===== src/rtl/mem_access_ctrl.sv =====
// -----------------------------------------------------------------------------
// mem_access_ctrl
// Sequencing controller between the EX/MEM pipeline register and the LC2K data
// memory. Accepts one load/store per handshake, holds the memory address, store
// data and access/write strobes for WAIT_CYCLES cycles, captures load data and
// presents a completion record to writeback. Addresses >= ADDR_DEPTH are
// trapped and never reach the memory.
//
// Ports
//   clk, rst_n                 clock, synchronous active-low reset
//   reqValid/reqReady          request handshake (reqReady is combinational)
//   reqAddr/reqData            word address and store data
//   reqWrite/reqDest           1 = store, destination register for loads
//   memAddr/memWData           address / store data to data memory
//   CONTROL_MEM_ACCESS         memory access strobe
//   CONTROL_ENABLE_MEM_WRITE   1 = write, 0 = read
//   memRData                   memory read result
//   wbValid/wbReady            completion handshake
//   wbData/wbDest              load data (0 for stores/faults), destination
//   wbIsLoad/memFault          record is a load / record is out of range
// -----------------------------------------------------------------------------
module mem_access_ctrl #(
    parameter int unsigned ADDR_DEPTH  = 64,
    parameter int unsigned WAIT_CYCLES = 2
) (
    input  logic        clk,
    input  logic        rst_n,
    input  logic        reqValid,
    output logic        reqReady,
    input  logic [31:0] reqAddr,
    input  logic [31:0] reqData,
    input  logic        reqWrite,
    input  logic [2:0]  reqDest,
    output logic [31:0] memAddr,
    output logic [31:0] memWData,
    output logic        CONTROL_MEM_ACCESS,
    output logic        CONTROL_ENABLE_MEM_WRITE,
    input  logic [31:0] memRData,
    output logic        wbValid,
    input  logic        wbReady,
    output logic [31:0] wbData,
    output logic [2:0]  wbDest,
    output logic        wbIsLoad,
    output logic        memFault
);

    localparam int unsigned CNT_W  = 4;
    localparam int unsigned DATA_W = 32;
    localparam int unsigned DEST_W = 3;

    typedef enum logic [1:0] {
        IDLE   = 2'd0,
        ACCESS = 2'd1,
        RESP   = 2'd2
    } state_e;

    state_e              state_q, state_d;
    logic [CNT_W-1:0]    cnt_q, cnt_d;
    logic [DATA_W-1:0]   mem_addr_q, mem_addr_d;
    logic [DATA_W-1:0]   mem_wdata_q, mem_wdata_d;
    logic                mem_access_q, mem_access_d;
    logic                mem_write_q, mem_write_d;
    logic                wb_valid_q, wb_valid_d;
    logic [DATA_W-1:0]   wb_data_q, wb_data_d;
    logic [DEST_W-1:0]   wb_dest_q, wb_dest_d;
    logic                wb_is_load_q, wb_is_load_d;
    logic                mem_fault_q, mem_fault_d;

    logic                accept_c;
    logic                in_range_c;

    // Ready in IDLE, or in RESP on the cycle writeback takes the record.
    assign reqReady   = rst_n && ((state_q == IDLE) || ((state_q == RESP) && wbReady));
    assign accept_c   = reqValid && reqReady;
    assign in_range_c = reqAddr < DATA_W'(ADDR_DEPTH);

    // State register with synchronous reset.
    always_ff @(posedge clk) begin
        if (!rst_n) begin
            state_q      <= IDLE;
            cnt_q        <= '0;
            mem_addr_q   <= '0;
            mem_wdata_q  <= '0;
            mem_access_q <= 1'b0;
            mem_write_q  <= 1'b0;
            wb_valid_q   <= 1'b0;
            wb_data_q    <= '0;
            wb_dest_q    <= '0;
            wb_is_load_q <= 1'b0;
            mem_fault_q  <= 1'b0;
        end else begin
            state_q      <= state_d;
            cnt_q        <= cnt_d;
            mem_addr_q   <= mem_addr_d;
            mem_wdata_q  <= mem_wdata_d;
            mem_access_q <= mem_access_d;
            mem_write_q  <= mem_write_d;
            wb_valid_q   <= wb_valid_d;
            wb_data_q    <= wb_data_d;
            wb_dest_q    <= wb_dest_d;
            wb_is_load_q <= wb_is_load_d;
            mem_fault_q  <= mem_fault_d;
        end
    end

    // Next-state and registered-output logic.
    always_comb begin
        state_d      = state_q;
        cnt_d        = cnt_q;
        mem_addr_d   = mem_addr_q;
        mem_wdata_d  = mem_wdata_q;
        mem_access_d = mem_access_q;
        mem_write_d  = mem_write_q;
        wb_valid_d   = wb_valid_q;
        wb_data_d    = wb_data_q;
        wb_dest_d    = wb_dest_q;
        wb_is_load_d = wb_is_load_q;
        mem_fault_d  = mem_fault_q;

        case (state_q)
            IDLE: begin
                // Only leaves on an accept, handled below.
            end
            ACCESS: begin
                if (cnt_q != '0) begin
                    cnt_d = cnt_q - CNT_W'(1);
                end else begin
                    // Final access cycle: memRData is valid while the strobe is still up.
                    wb_data_d    = mem_write_q ? '0 : memRData;
                    mem_access_d = 1'b0;
                    mem_write_d  = 1'b0;
                    wb_valid_d   = 1'b1;
                    state_d      = RESP;
                end
            end
            RESP: begin
                if (wbReady) begin
                    wb_valid_d = 1'b0;
                    state_d    = IDLE;
                end
            end
            default: begin
                state_d = IDLE;
            end
        endcase

        // An accept overrides the RESP drain so back-to-back requests see no bubble.
        if (accept_c) begin
            wb_dest_d    = reqDest;
            wb_is_load_d = !reqWrite;
            if (in_range_c) begin
                state_d      = ACCESS;
                mem_addr_d   = reqAddr;
                mem_wdata_d  = reqData;
                mem_access_d = 1'b1;
                mem_write_d  = reqWrite;
                cnt_d        = CNT_W'(WAIT_CYCLES - 1);
                wb_valid_d   = 1'b0;
                wb_data_d    = '0;
                mem_fault_d  = 1'b0;
            end else begin
                // Trapped access: memory controls are never raised.
                state_d     = RESP;
                wb_valid_d  = 1'b1;
                wb_data_d   = '0;
                mem_fault_d = 1'b1;
            end
        end
    end

    assign memAddr                  = mem_addr_q;
    assign memWData                 = mem_wdata_q;
    assign CONTROL_MEM_ACCESS       = mem_access_q;
    assign CONTROL_ENABLE_MEM_WRITE = mem_write_q;
    assign wbValid                  = wb_valid_q;
    assign wbData                   = wb_data_q;
    assign wbDest                   = wb_dest_q;
    assign wbIsLoad                 = wb_is_load_q;
    assign memFault                 = mem_fault_q;

endmodule


===== config.mk =====
export PLATFORM = sky130hd
export DESIGN_NAME = mem_access_ctrl
export DESIGN_NICKNAME = d
export VERILOG_FILES = /design/src/rtl/mem_access_ctrl.sv
export SDC_FILE = /design/constraint.sdc
export NUM_CORES = 1
export LEC_CHECK = 0
export ABC_CLOCK_PERIOD_IN_PS = 3450
export BUFFER_PORTS_ARGS = -buffer_cell sky130_fd_sc_hd__buf_2
export CORE_AREA = 2 2 98 100
export CTS_CLUSTER_SIZE = 16
export DETAILED_ROUTE_END_ITERATION = 7
export DIE_AREA = 0 0 100 102
export PLACE_DENSITY = 0.83
export SYNTH_ARGS = -nofsm -noshare
export SYNTH_HDL_FRONTEND = slang
export SYNTH_SLANG_ARGS = --single-unit

===== constraint.sdc =====
create_clock -name clk -period 3.45 [get_ports clk]
set_input_delay 0.69 -clock clk [delete_from_list [all_inputs] [get_ports clk]]
set_output_delay 0.69 -clock clk [all_outputs]
set_load 0.005 [all_outputs]

==> flow_summary.json <==
{
  "ys_ff_latch": 110,
  "fmax_mhz": 399,
  "htreeDepth": 3,
  "clkTransAtPathRegs_ps": 110,
  "num_antenna_cells": 0,
  "cp.arrival_ps": 2770,
  "root_buffer": "clkbuf_8",
  "hold_violations": 0,
  "die_h_um": 102,
  "crit_fanout": 58,
  "numCtsBuffers": 9,
  "p_leak_uw": 0.00294,
  "synth_cell_type_count": 32,
  "fp.dieArea_um2": 10200,
  "routed_wl_mm": 9.59,
  "fin_crit_ps": 2510,
  "synthFlopType": "dfxtp_1",
  "synthArstFlopShare_pct": 0,
  "final_area_um2": 5330,
  "tns_ps": 0,
  "status": "finished, final reports clean",
  "clk_latency_ps": 360,
  "setup_viol": 0,
  "syn_inst": 436,
  "vias": 3610,
  "start_util_pct": 44.4,
  "die_x_um": 100,
  "grt_max_degree": 69,
  "io_pins": 209,
  "grt_pass1_vias": 3507,
  "synthesis.area_um2": 4050,
  "finalNetCount": 736,
  "synth_edf_count": 0,
  "grt_pass1_wl_mm": 15.5,
  "portBuffers": 208,
  "slew_violations": 0,
  "end_kind": "register",
  "ys_seq_area_share_pct": 54.4,
  "fin_crit_sh_pct": 72.7,
  "cellPowerDensity_nw_per_um2": 397,
  "ir_drop_mv": 0.186,
  "cp-start-kind": "input port",
  "hold_buffers": 0,
  "post_cts.repair.setup_buffers": 0,
  "first_iter_violations": 82,
  "postPlaceCellArea_um2": 5140,
  "gp_congestion": 0.785,
  "grt_antenna_before_repair": 0,
  "worst_pin_slew_ps": 1160,
  "gr-usage-all-layers_pct": 18.5,
  "hold_path.class": "register to register",
  "ant_nets": 0,
  "core_area_um2": 9110,
  "syn_area_per_cell_um2": 9.28,
  "clock_path_buffers": 2,
  "vias_per_cell": 4.83,
  "ys_warn_count": 0,
  "cts_resized": 0,
  "grt_setup_unrepaired": "no",
  "overflow": 0,
  "criticalPathCategory": "input port to register",
  "maxCapViolCount": 0,
  "cts_sinks": 110,
  "drc": 0,
  "slew_headroom_pct": 22.8,
  "firstDrtPassIters": 4,
  "required_ps": 3710,
  "cts_tree": "yes",
  "syn-num-nets": 541,
  "finalClockSkew_ps": 13.7,
  "dp_hpwl_mm": 6.96,
  "num_rows": 35,
  "layout-drive-gt1-share_pct": 36.6,
  "wl_per_cell_um": 12.8,
  "syn2layout_area_growth_pct": 31.8
}
stage by stage:
step	worst slack (ps)	cells	hold WS (ps)	util (%)	total power, uW
after global placement	627	731	435	56.5	1410
final	942	747	455	58.5	2120
after floorplan	1070	436	448	-	1340
after detailed placement	569	731	441	56.5	1420
after global routing	890	747	476	58.5	2220
after CTS	972	747	456	58.5	2160
worst max-delay path, stage by stage:
cell and delay, ps:
buf_2 100, inv_2 100, or4b_1 650, or3_2 690, buf_12 260, and3_1 240
kinds of logic (layout without fill, tap and decap cells):
| family | count (synthesis) | in the layout | share of synthesized area, % |
|---|---|---|---|
| compound gates | 45 | 45 | 5.88 |
| xor+xnor | 2 | 2 | 0.433 |
| fa+ha+maj | 1 | 1 | 0.309 |
| buf+inv | 71 | 271 | 7.39 |
| flops | 110 | 110 | 54.4 |
| mux | 39 | 39 | 9.68 |
| simple gates | 168 | 168 | 21.9 |
routing by layer:
layer  wire (um)  vias up  global-route usage [%]
met4         143        0                    6.85
met5           0        -                       0
li1            -     1824                       -
met3         703       14                    4.45
met2        4670      141                    34.1
met1        4080     1631                    20.7
Yosys cell counts, drive strengths merged, types with 2 or more instances:
cell / n / share of area, %
nor2: 5 / 0.46
nand2b: 2 / 0.31
a21oi: 39 / 4.8
dfxtp: 110 / 54
inv: 41 / 3.8
or3: 2 / 0.31
and3: 27 / 4.2
buf: 9 / 1.6
nor3: 5 / 0.62
nor4: 8 / 1.2
nand3b: 34 / 6.3
clkbuf: 21 / 1.9
nand2: 78 / 7.2
mux2i: 38 / 9.4
xnor2: 2 / 0.43
nand3: 2 / 0.25
state kept, by name, summed over array words and instances (netlist names):
register                  count
memAddr                      32
memWData                     32
wbData                       32
cnt_q                         4
wbDest                        3
state_q                       2
CONTROL_ENABLE_MEM_WRITE      1
CONTROL_MEM_ACCESS            1
memFault                      1
wbIsLoad                      1
wbValid                       1
cell type report:
type / count / area, um2
inverter: 41 / 154
tap: 111 / 139
clock buffer: 9 / 124
sequential: 110 / 2200
clock inverter: 7 / 63.8
fill: 790 / 3780
multi-input combinational: 255 / 1550
timing repair buffer: 214 / 1100
power by group:
group / total, uW / internal (uW) / switching, uW
registers: 1280 / 1270 / 2.47
logic: 110 / 56.7 / 53.3
clock network: 733 / 280 / 453
placed cells by master (no fill, tap or decap), types with 2 or more instances in the layout:
cell type   count
a21oi_1        39
and3_1         27
buf_2         208
buf_4           5
clkbuf_8        9
clkinvlp_4      2
dfxtp_1       110
inv_1          40
inv_6           2
inv_8           2
mux2i_1        38
nand2_1        78
nand2b_1        2
nand3_1         2
nand3b_1       34
nor2_1          5
nor3_1          4
nor4_1          8
xnor2_1         2
worst paths after layout:
path              startpoint     endpoint  slack, ps  cells past startpoint
hold reg to reg   wbData[11]   wbData[11]        460                      2
setup / recovery       rst_n  memAddr[18]        940                      6
setup reg to reg  state_q[1]  memAddr[18]       1010                      5
hold / removal    wbData[11]   wbData[11]        460                      2
Power figures use the tool's default switching activity.
